### src/rtl/d8_execute_if.sv
// Issue and register-file-write bundle of the dumb8 execute stage.
// master: decode side (drives the issue fields, sees the write port).
// slave:  the execute stage itself.
`timescale 1ns/1ps
interface d8_execute_if;
    logic       start;
    logic [3:0] op;
    logic [7:0] a;
    logic [7:0] b;
    logic [3:0] dst;
    logic       busy;
    logic       w;
    logic [3:0] addr_w;
    logic [7:0] data;
    logic       done;
    logic       flag_z;
    logic       flag_c;

    modport master (
        output start, op, a, b, dst,
        input  busy, w, addr_w, data, done, flag_z, flag_c
    );

    modport slave (
        input  start, op, a, b, dst,
        output busy, w, addr_w, data, done, flag_z, flag_c
    );
endinterface

### src/rtl/d8_execute.sv
// dumb8 execute stage: single-cycle ALU plus an 8-step iterative
// multiply/divide unit, driving a registered one-cycle register file write.
`timescale 1ns/1ps
module d8_execute (
    input  logic          sys_clk,
    input  logic          sys_rst,
    d8_execute_if.slave   bus
);
    typedef enum logic {S_IDLE = 1'b0, S_RUN = 1'b1} state_t;

    state_t      state_q, state_d;
    logic [2:0]  count_q, count_d;
    logic [3:0]  op_q, op_d;
    logic [3:0]  dst_q, dst_d;
    logic [7:0]  opa_q, opa_d;      // multiplicand / dividend (quotient shifts in)
    logic [7:0]  opb_q, opb_d;      // multiplier (shifted out MSB-first) / divisor
    logic [15:0] acc_q, acc_d;
    logic [8:0]  rem_q, rem_d;

    logic        w_q, w_d;
    logic        done_q, done_d;
    logic [3:0]  addr_w_q, addr_w_d;
    logic [7:0]  data_q, data_d;
    logic        flag_z_q, flag_z_d;
    logic        flag_c_q, flag_c_d;

    logic        issue_multi;
    logic        is_mul_q;
    logic [8:0]  sum9;
    logic [7:0]  alu_res;
    logic        alu_c;
    logic [15:0] acc_step;
    logic [9:0]  div_trial;
    logic        div_ge;
    logic [8:0]  rem_step;
    logic [7:0]  quo_step;
    logic [7:0]  multi_res;
    logic        multi_c;

    // ops 8..11 go to the iterative unit
    assign issue_multi = (bus.op[3:2] == 2'b10);
    assign is_mul_q    = (op_q[3:1] == 3'b100);

    // Single-cycle ALU result and carry from the live issue operands
    always_comb begin
        sum9    = {1'b0, bus.a} + {1'b0, bus.b};
        alu_res = 8'd0;
        alu_c   = 1'b0;
        case (bus.op)
            4'd0: begin alu_res = sum9[7:0];            alu_c = sum9[8];        end
            4'd1: begin alu_res = bus.a - bus.b;        alu_c = (bus.a < bus.b); end
            4'd2: alu_res = bus.a & bus.b;
            4'd3: alu_res = bus.a | bus.b;
            4'd4: alu_res = bus.a ^ bus.b;
            4'd5: begin alu_res = {bus.a[6:0], 1'b0};   alu_c = bus.a[7];       end
            4'd6: begin alu_res = {1'b0, bus.a[7:1]};   alu_c = bus.a[0];       end
            4'd7: alu_res = bus.b;
            default: begin alu_res = 8'd0;              alu_c = 1'b0;           end
        endcase
    end

    // One shift-add / restoring shift-subtract step, and the final result
    // that the count=7 step would produce
    always_comb begin
        acc_step  = (acc_q << 1) + (opb_q[7] ? {8'd0, opa_q} : 16'd0);
        // remainder never exceeds 2*divisor-1, so the 9-bit register is enough;
        // with a zero divisor every step subtracts nothing, giving 0xFF / a
        div_trial = {rem_q, opa_q[7]};
        div_ge    = (div_trial >= {2'b00, opb_q});
        rem_step  = div_ge ? 9'(div_trial - {2'b00, opb_q}) : 9'(div_trial);
        quo_step  = {opa_q[6:0], div_ge};
        case (op_q)
            4'd8:    begin multi_res = acc_step[7:0];  multi_c = |acc_step[15:8];    end
            4'd9:    begin multi_res = acc_step[15:8]; multi_c = 1'b0;               end
            4'd10:   begin multi_res = quo_step;       multi_c = (opb_q == 8'd0);    end
            default: begin multi_res = rem_step[7:0];  multi_c = (opb_q == 8'd0);    end
        endcase
    end

    // State register
    always_ff @(posedge sys_clk) begin
        if (sys_rst) state_q <= S_IDLE;
        else         state_q <= state_d;
    end

    // Next state: enter RUN on a multi-cycle issue, leave after the 8th step
    always_comb begin
        state_d = state_q;
        case (state_q)
            S_IDLE:  if (bus.start && issue_multi) state_d = S_RUN;
            S_RUN:   if (count_q == 3'd7)          state_d = S_IDLE;
            default: state_d = S_IDLE;
        endcase
    end

    // Datapath and registered write-port values
    always_comb begin
        count_d  = count_q;
        op_d     = op_q;
        dst_d    = dst_q;
        opa_d    = opa_q;
        opb_d    = opb_q;
        acc_d    = acc_q;
        rem_d    = rem_q;
        w_d      = 1'b0;
        done_d   = 1'b0;
        addr_w_d = addr_w_q;
        data_d   = data_q;
        flag_z_d = flag_z_q;
        flag_c_d = flag_c_q;
        case (state_q)
            S_IDLE: begin
                if (bus.start) begin
                    if (issue_multi) begin
                        op_d    = bus.op;
                        dst_d   = bus.dst;
                        opa_d   = bus.a;
                        opb_d   = bus.b;
                        acc_d   = 16'd0;
                        rem_d   = 9'd0;
                        count_d = 3'd0;
                    end else if (!bus.op[3]) begin
                        w_d      = 1'b1;
                        done_d   = 1'b1;
                        addr_w_d = bus.dst;
                        data_d   = alu_res;
                        flag_z_d = (alu_res == 8'd0);
                        flag_c_d = alu_c;
                    end else begin
                        // NOP: completion only, write port and flags untouched
                        done_d = 1'b1;
                    end
                end
            end
            S_RUN: begin
                if (is_mul_q) begin
                    acc_d = acc_step;
                    opb_d = opb_q << 1;
                end else begin
                    rem_d = rem_step;
                    opa_d = quo_step;
                end
                count_d = count_q + 3'd1;
                if (count_q == 3'd7) begin
                    w_d      = 1'b1;
                    done_d   = 1'b1;
                    addr_w_d = dst_q;
                    data_d   = multi_res;
                    flag_z_d = (multi_res == 8'd0);
                    flag_c_d = multi_c;
                end
            end
            default: ;
        endcase
    end

    // Datapath registers
    always_ff @(posedge sys_clk) begin
        if (sys_rst) begin
            count_q  <= 3'd0;
            op_q     <= 4'd0;
            dst_q    <= 4'd0;
            opa_q    <= 8'd0;
            opb_q    <= 8'd0;
            acc_q    <= 16'd0;
            rem_q    <= 9'd0;
            w_q      <= 1'b0;
            done_q   <= 1'b0;
            addr_w_q <= 4'd0;
            data_q   <= 8'd0;
            flag_z_q <= 1'b0;
            flag_c_q <= 1'b0;
        end else begin
            count_q  <= count_d;
            op_q     <= op_d;
            dst_q    <= dst_d;
            opa_q    <= opa_d;
            opb_q    <= opb_d;
            acc_q    <= acc_d;
            rem_q    <= rem_d;
            w_q      <= w_d;
            done_q   <= done_d;
            addr_w_q <= addr_w_d;
            data_q   <= data_d;
            flag_z_q <= flag_z_d;
            flag_c_q <= flag_c_d;
        end
    end

    assign bus.busy   = (state_q == S_RUN);
    assign bus.w      = w_q;
    assign bus.done   = done_q;
    assign bus.addr_w = addr_w_q;
    assign bus.data   = data_q;
    assign bus.flag_z = flag_z_q;
    assign bus.flag_c = flag_c_q;
endmodule

### src/flat_wrapper.sv
// flat-port wrapper written by rule: the top's interface ports become plain ports
module d8_execute_flat 
  (sys_clk, sys_rst, bus_start, bus_op, bus_a, bus_b, bus_dst, bus_busy, bus_w, bus_addr_w, bus_data, bus_done, bus_flag_z, bus_flag_c);
  d8_execute_if bus_i ();
  input  logic sys_clk;
  input  logic sys_rst;
  input wire logic [$bits(bus_i.start)-1:0] bus_start;
  input wire logic [$bits(bus_i.op)-1:0] bus_op;
  input wire logic [$bits(bus_i.a)-1:0] bus_a;
  input wire logic [$bits(bus_i.b)-1:0] bus_b;
  input wire logic [$bits(bus_i.dst)-1:0] bus_dst;
  output wire logic [$bits(bus_i.busy)-1:0] bus_busy;
  output wire logic [$bits(bus_i.w)-1:0] bus_w;
  output wire logic [$bits(bus_i.addr_w)-1:0] bus_addr_w;
  output wire logic [$bits(bus_i.data)-1:0] bus_data;
  output wire logic [$bits(bus_i.done)-1:0] bus_done;
  output wire logic [$bits(bus_i.flag_z)-1:0] bus_flag_z;
  output wire logic [$bits(bus_i.flag_c)-1:0] bus_flag_c;
  assign bus_i.start = bus_start;
  assign bus_i.op = bus_op;
  assign bus_i.a = bus_a;
  assign bus_i.b = bus_b;
  assign bus_i.dst = bus_dst;
  assign bus_busy = bus_i.busy;
  assign bus_w = bus_i.w;
  assign bus_addr_w = bus_i.addr_w;
  assign bus_data = bus_i.data;
  assign bus_done = bus_i.done;
  assign bus_flag_z = bus_i.flag_z;
  assign bus_flag_c = bus_i.flag_c;
  d8_execute u_core (.sys_clk(sys_clk), .sys_rst(sys_rst), .bus(bus_i));
endmodule
### config.mk
export PLATFORM = sky130hd
export DESIGN_NAME = d8_execute_flat
export DESIGN_NICKNAME = d
export VERILOG_FILES = /design/src/rtl/d8_execute_if.sv /design/src/rtl/d8_execute.sv /design/src/flat_wrapper.sv
export SDC_FILE = /design/constraint.sdc
export NUM_CORES = 1
export LEC_CHECK = 0
export ABC_CLOCK_PERIOD_IN_PS = 2700
export BUFFER_PORTS_ARGS = -buffer_cell sky130_fd_sc_hd__buf_2
export CAP_MARGIN = 25
export CORE_ASPECT_RATIO = 0.7
export CORE_UTILIZATION = 50
export CTS_CLUSTER_SIZE = 40
export DETAILED_ROUTE_END_ITERATION = 10
export GPL_ROUTABILITY_DRIVEN = 1
export PLACE_DENSITY = 0.7
export SLEW_MARGIN = 20
export SYNTH_ARGS = -nofsm -noshare
export SYNTH_HDL_FRONTEND = slang
export SYNTH_SLANG_ARGS = --single-unit
### constraint.sdc
create_clock -name sys_clk -period 2.7 [get_ports sys_clk]
set_input_delay 0.405 -clock sys_clk [delete_from_list [all_inputs] [get_ports sys_clk]]
set_output_delay 0.405 -clock sys_clk [all_outputs]
set_load 0.005 [all_outputs]
Word level (Yosys, flattened, before mapping)
Index checks and enable logic that the tools add are counted.
W data, S select, Z words.
- bits in registers: 68
- input bits: 27
- output and inout bits: 17
- add/sub/neg operators: 5
- order comparisons: 2
- equality and inequality tests: 20
- mux-type cells: 56
- bitwise operators: 4
- reductions and logical operators: 11
- operator list (operator ; number):
    $mux W8 ; 11
    $pmux W8 S8 ; 1
    $pmux W8 S2 ; 3
    $mux W15 ; 3
    $mux W9 ; 4
    $pmux W15 S2 ; 1
    $logic_not A8 Y1 ; 3
    $pmux W8 S3 ; 1
    $pmux W9 S2 ; 1
    $add A16 B8 Y16 ; 1
    $eq A4 B3 Y1 const B ; 4
    $mux W1 ; 16
    $mux W4 ; 4
    $eq A4 B4 Y1 const B ; 3
    $ne A2 B2 Y1 const B ; 6
    $pmux W1 S2 ; 6
    $ge A10 B8 Y1 ; 1
    $add A8 B8 Y9 ; 1
    $reduce_and A3 Y1 ; 3
    $sub A9 B8 Y9 ; 1
    $and A8 B8 Y8 ; 1
    $eq A4 B2 Y1 const B ; 2
    $lt A8 B8 Y1 ; 1
    $or A8 B8 Y8 ; 1
    other kinds (17) ; 19

Logic depth before layout (Yosys ltp)
Gate-level depths: netlist of run 1.
- word-level depth: 7
- mapped depth: 12

Worst setup path before layout of run 1
Ideal clock, no wire load.
- path kind: register to register
- start point: register u_core.opb_q[7]
- end point: register u_core.data_q[7] (netlist: u_core.bus.data[7])
- arrival time: 2774 ps
- data required time: 2640 ps
- setup slack: -134 ps
- cell stages (with the launch flop): 12
- buffers on the path: 1
- clock period less this slack: 2834 ps
- cells stage by stage: dfxtp_1 clkbuf_1 and2_1 ha_1 fa_1 a21o_1 a221o_1 or4b_1 o311ai_2 o22ai_2 a311oi_1 o31a_1
- longest elaborated chain between the ends: 5
- elaborated cells on any way between the ends: 8
- classes of those cells: add/sub: 2; order compare: 1; mux: 5
- RTL lines (what ; line ; source):
    start, declared ; d8_execute.sv:16 ; logic [7:0] opb_q, opb_d;
    start signal, assigned ; d8_execute.sv:178 ; opb_q <= opb_d;
    $mux W8 (tied with other cells) ; d8_execute.sv:65 ; acc_step = (acc_q << 1) + (opb_q[7] ? {8'd0, opa_q} : 16'd0);
    $add A16 B8 Y16 or $mux W9 (tied branches) ; d8_execute.sv:65, d8_execute.sv:70 ;
    $pmux W8 S3 (*) ; d8_execute.sv:72 ; case (op_q)
    $mux W8 (*) ; d8_execute.sv:144 ; if (count_q == 3'd7) begin
    $pmux W8 S2 (*) ; d8_execute.sv:111 ; case (state_q)
    end signal, assigned ; d8_execute.sv:184 ; data_q <= data_d;
    end, declared ; d8_execute.sv:23 ; logic [7:0] data_q, data_d;
Mark *: on every way between the ends. The rest lies on a longest branch, timed or not. The select of a mux whose other input is x is not followed.
A chain may end at the register's enable or synchronous reset.

Worst setup path after layout of run 1
Same ends and word-level chain as after synthesis.

==> run metrics, run 1 <==
status=finished, violations left; failing checks=negative setup slack; GRT overflow=0; Worst slew margin=0.518; leading cell type in the layout, fill and taps excluded=nor2_1; fraction of registers with async set/reset=0; vias in the first global route=slightly below 6k; Initial DRC Count=between 700 and 800; CTS tree=built; Reg clk slew, reported paths=around 0.06 ns; warning count from the yosys run=0; Die Height=between 90 and 100 um; share of layout cells above drive strength 1=0.261; RSZ-0062 raised after global routing=yes; Max Clk Rate=roughly 370 MHz; Synth area leaders=dfxtp_1, ha_1, nor2_1, mux2i_1, a21oi_1; Placer Congestion=~0.94; first-pass GRT wire length=31000 um; Post-Route WL=between 15000 and 20000 um; # setup viols final=2; critical path peak fanout=7; Cell Pwr Density=484 mW/mm2; Slew @ Worst Pin=approximately 0.72 ns; Die W=130 um; post-synth top area share=0.236; clock sinks=68; GRT Overall Usage=0.341; number of routed nets with antenna violations=0; Clock Skews=just over 0.007 ns; Post-synth EDFFs=0; crit path time final=between 2 and 3 ns; core area=0.0111 mm2; cell area after synthesis=0.00576 mm2; Overall Power=3.50 mW; Nets=approximately 910; Static Leak=slightly above 3 nW; Mapped Nets=slightly above 800; Final WS setup=-0.0368 ns; crit path capture type=register; Min Hold Slack=~0.32 ns; critical path data required time=between 2 and 3 ns; Avg Cell Area, Syn=7.80 um2; number of buffers created by CTS=9; number of remaining DRC errors=0; synth unique cells=between 90 and 100; Routed wire per std cell=between 15 and 20 um; CP Class=reg -> reg; Post-DP HPWL=roughly 15000 um; peak supply drop=0.000368 V; initial core utilization=0.518; synthesized flop and latch total=between 60 and 70; most frequent cells in the layout=nor2_1, buf_4, dfxtp_1, a21oi_1, nand2_1; max_cap viols=0; ANT cells=0; leading area contributor after synthesis=dfxtp_1; Final Hold Fails=0; clock root buffer=clkbuf_16; Max Buffers Root-to-Sink=2; period utilization=1.01; arrival time at the worst endpoint=approximately 3.0 ns; CTS H-Tree Depth=3; initial antenna violation count=0; Area Overhead vs Synth=25.4%; Critical Path Source Type=register; I/O Buffers=43; Hold WC Path Type=in -> reg; max-slew violation count=0; via count=between 6k and 7k; DIE AREA=~0.012 mm2; sequential-to-total area share from yosys stat=0.236; I/O pins=44; row cnt=32; Post-Synthesis Cells=roughly 740; Primary FF master, synth=dfxtp_1; 1st-pass router iterations=5; Avg Vias per Cell=6.32; latest clock arrival within the worst-skew pair=0.34 ns; largest net degree at the start of global routing=65
## logic make-up after synthesis
| group | synth area share |
|---|---|
| compound gates | 0.288 |
| fa+ha+maj | 0.103 |
| flops | 0.236 |
| simple gates | 0.227 |
| mux | 0.0619 |
| buf+inv | 0.0595 |
| xor+xnor | 0.0243 |
## per-layer routing
| metal | GRT usage | vias up | wire, um |
|---|---|---|---|
| met5 | 0.0407 | - | 55 |
| met4 | 0.0853 | 2 | 313 |
| met3 | 0.0939 | 34 | 2070 |
| met2 | 0.494 | 312 | 8430 |
| met1 | 0.488 | 3033 | 9090 |
| li1 | - | 2939 | - |
## synth_stat cells, drive strengths merged (8+ instances only)
cell / n
a22oi: 18
o21ai: 33
buf: 17
clkbuf: 28
a31oi: 11
and2: 13
mux2i: 30
a21oi: 54
inv: 37
nor2: 97
nor2b: 11
nor3: 13
nand3: 21
nand2b: 10
nand2: 53
ha: 41
and3: 8
xnor2: 12
dfxtp: 68
a211oi: 30
## area by class of cell
type                    count  area, um2
fillers                  1010       3910
repair buffers            137        925
clock inverters             5       52.6
flip-flops and latches     68       1370
clock buffers              11        233
well taps                 153        191
inverters                  38        145
multi-input cells         588       4310
## stage by stage
stage | worst slack [ns] | util | area (um2) | setup TNS (ns) | std cells
2_1_floorplan | -0.00361 | - | 5770 | -0.00361 | 739
3_5_place_dp | -0.192 | 0.594 | 6610 | -0.761 | 975
3_3_place_gp | -0.112 | 0.594 | 6610 | -0.314 | 975
6_report | -0.0368 | 0.649 | 7230 | -0.0475 | 1000
4_1_cts | -0.155 | 0.628 | 6990 | -0.246 | 996
5_1_grt | -0.121 | 0.649 | 7230 | -0.300 | 1000
## report_power, final
part           switching, mW  internal (mW)  total [mW]
logic                  0.715          0.532        1.25
registers             0.0460           1.05        1.10
clock network          0.439          0.710        1.15
## path summary, 6_finish.rpt
path / start / end / slack (ns) / depth (start not counted)
max: u_core.opb_q[7] / u_core.bus.data[7] / -0.04 / 10
min: bus_dst[3] / u_core.dst_q[3] / 0.32 / 3
max reg2reg: u_core.opb_q[7] / u_core.bus.data[7] / -0.04 / 10
min reg2reg: u_core.dst_q[1] / u_core.dst_q[1] / 0.46 / 2
## critical path, stage by stage, from the launching register on
cell      delay [ns]
dfxtp_4         0.36
and2_4          0.14
ha_4            0.16
fa_2            0.34
a21o_1          0.18
a221o_1         0.33
or4b_4          0.52
o311ai_4        0.10
o22ai_2         0.15
a311oi_1        0.23
o31a_1          0.16
## flip-flops by register name (all words and copies together), names as in the netlist, 3 cells and up
name	flops
u_core.acc_q	15
u_core.rem_q	9
u_core.bus.data	8
u_core.opa_q	8
u_core.opb_q	8
u_core.bus.addr_w	4
u_core.dst_q	4
u_core.op_q	4
u_core.count_q	3
## timing repair
action	in CTS	in global routing
gates resized for setup	14	41
setup endpoints to repair	10	10
pin swaps	12	23
endpoints found under the hold margin	0	0
hold buffers	0	0
setup buffers	5	4
No activity file was read; power rests on OpenSTA's default activity.
==> run 2: changes to the inputs <==
--- a/config.mk
+++ b/config.mk
@@ -18,3 +18,4 @@
 export SYNTH_ARGS = -nofsm -noshare
 export SYNTH_HDL_FRONTEND = slang
 export SYNTH_SLANG_ARGS = --single-unit
+export TNS_END_PERCENT = 50
==> run metrics, run 2 (synthesis gave the netlist of run 1 again) <==
status=finished, violations left; failing checks=negative setup slack; number of remaining DRC errors=0 (unchanged); Slew @ Worst Pin=0.714 ns (-0.00899 ns); Cell Pwr Density=484 mW/mm2 (+0.13%); number of buffers created by CTS=9 (unchanged); I/O Buffers=43 (unchanged); leading cell type in the layout, fill and taps excluded=nor2_1; largest net degree at the start of global routing=65 (unchanged); Placer Congestion=0.935 (unchanged); GRT overflow=0 (unchanged); DIE AREA=0.0120 mm2 (unchanged); number of routed nets with antenna violations=0 (unchanged); Final Hold Fails=0 (unchanged); Post-DP HPWL=15200 um (unchanged); Final Util=0.646 (-0.00270); Routed wire per std cell=20.2 um (+1.0%); Max Clk Rate=366 MHz (+0.29%); CTS tree=built; ANT cells=0 (unchanged); CTS H-Tree Depth=3 (unchanged); Final WS setup=-0.0290 ns (+0.00779 ns); vias in the first global route=5778 (unchanged); Die Height=91.8 um (unchanged); clock sinks=68 (unchanged); Static Leak=3.01 nW (-0.39%); met1 wire length=9110 um (+0.31%); row cnt=32 (unchanged); Nets=912 (-0.22%); Placed Cells=975 (unchanged); Post-Route WL=20100 um (+0.81%); met2 WL=8440 um (about the same); Area Overhead vs Synth=24.9%; via count=6326 (+0.095%); Reg clk slew, reported paths=0.06 ns (about the same); flip-flop count of the largest register after layout=15 (unchanged); core area=0.0111 mm2 (unchanged); period utilization=1.01 (-0.00288); Clock Skews=0.00826 ns (+0.00105 ns); FF/Latch Area=0.00137 mm2 (unchanged); I/O pins=44 (unchanged); GRT Overall Usage=0.341 (unchanged); Initial DRC Count=711 (+0.85%); Worst slew margin=0.524 (+0.00600); routed wl met3=2130 um (+3.1%); RSZ-0062 raised after global routing=yes; Die W=130 um (unchanged); Hold WC Path Type=in -> reg; latest clock arrival within the worst-skew pair=0.34 ns (about the same); first-pass GRT wire length=31000 um (unchanged); fill count=1019 (+0.89%); # setup viols final=2 (unchanged); 1st-pass router iterations=5 (unchanged); max_cap viols=0 (unchanged); most frequent cells in the layout=nor2_1, buf_4, dfxtp_1, a21oi_1, nand2_1; share of layout cells above drive strength 1=0.257 (-0.00412); max layer used=met5; arrival time at the worst endpoint=3.00 ns (about the same); crit path capture type=register; clock root buffer=clkbuf_16; critical path peak fanout=7 (unchanged); Max Buffers Root-to-Sink=2 (unchanged); initial antenna violation count=0 (unchanged); Avg Vias per Cell=6.34 (+0.30%); Largest regs=u_core.acc_q: 15 flops, u_core.rem_q: 9 flops; crit path time final=2.73 ns (-0.00779 ns); Finished Layout Cells=998 (-0.20%); max-slew violation count=0 (unchanged); Critical Path Source Type=register; Reg with most FFs=u_core.acc_q; peak supply drop=0.000367 V (-0.19%); CP Class=reg -> reg; multi-input combinational cell area=0.00430 mm2 (-0.35%); Min Hold Slack=0.318 ns (+0.000250 ns); initial core utilization=0.518 (unchanged); critical path data required time=2.98 ns (about the same)
==> run 2: stage by stage <==
step | TNS (ns) | cell area [um2] | power [mW] | worst slack (ns)
5_1_grt | -0.512 | 7200 | 3.64 | -0.136
2_1_floorplan | -0.00361 | 5770 | 1.86 | -0.00361
6_report | -0.0420 | 7200 | 3.49 | -0.0290
3_3_place_gp | -0.314 | 6610 | 2.25 | -0.112
4_1_cts | -0.246 | 6990 | 3.43 | -0.155
3_5_place_dp | -0.761 | 6610 | 2.27 | -0.192
==> run 2: worst max-delay path, stage by stage, from the launching register on <==
cell,delay [ns]
dfxtp_4,0.36
and2_4,0.14
ha_4,0.16
fa_2,0.34
a21o_1,0.18
a221o_1,0.33
or4b_4,0.52
o311ai_4,0.10
o22ai_2,0.14
a311oi_1,0.22
o31a_1,0.16
==> run 2: report_power, final <==
part           leakage, nW  internal, mW  total, mW  switching [mW]
Sequential           0.555          1.05       1.10          0.0457
Combinational         2.31         0.524       1.24           0.715
Clock                0.139         0.710       1.15           0.437
==> run 2: per-layer routing <==
layer / up-vias / track usage
li1: 2931 / -
met1: 3024 / 0.488
met2: 327 / 0.494
met3: 42 / 0.0939
met4: 2 / 0.0853
met5: - / 0.0407
==> run 2: repair_timing <==
item,CTS,global route
setup buffers,5,2
gates resized for setup,14,38
endpoints found under the setup margin,10,10
hold buffers,0,0
pin swaps,12,21
==> run 2: path summary, 6_finish.rpt <==
kind / start / end / slack (ns) / depth (start not counted)
max: u_core.opb_q[7] / u_core.bus.data[7] / -0.03 / 10
min: bus_dst[2] / u_core.dst_q[2] / 0.32 / 3
max reg2reg: u_core.opb_q[7] / u_core.bus.data[7] / -0.03 / 10
min reg2reg: u_core.dst_q[1] / u_core.dst_q[1] / 0.47 / 2
==> run 2: final cells by class <==
type / instances / area share
Clock inverter: 5 / 0.00730
Tap cell: 153 / 0.0266
Clock buffer: 11 / 0.0323
Inverter: 38 / 0.0202
Multi-Input combinational cell: 588 / 0.597
Sequential cell: 68 / 0.190
Timing Repair Buffer: 135 / 0.126
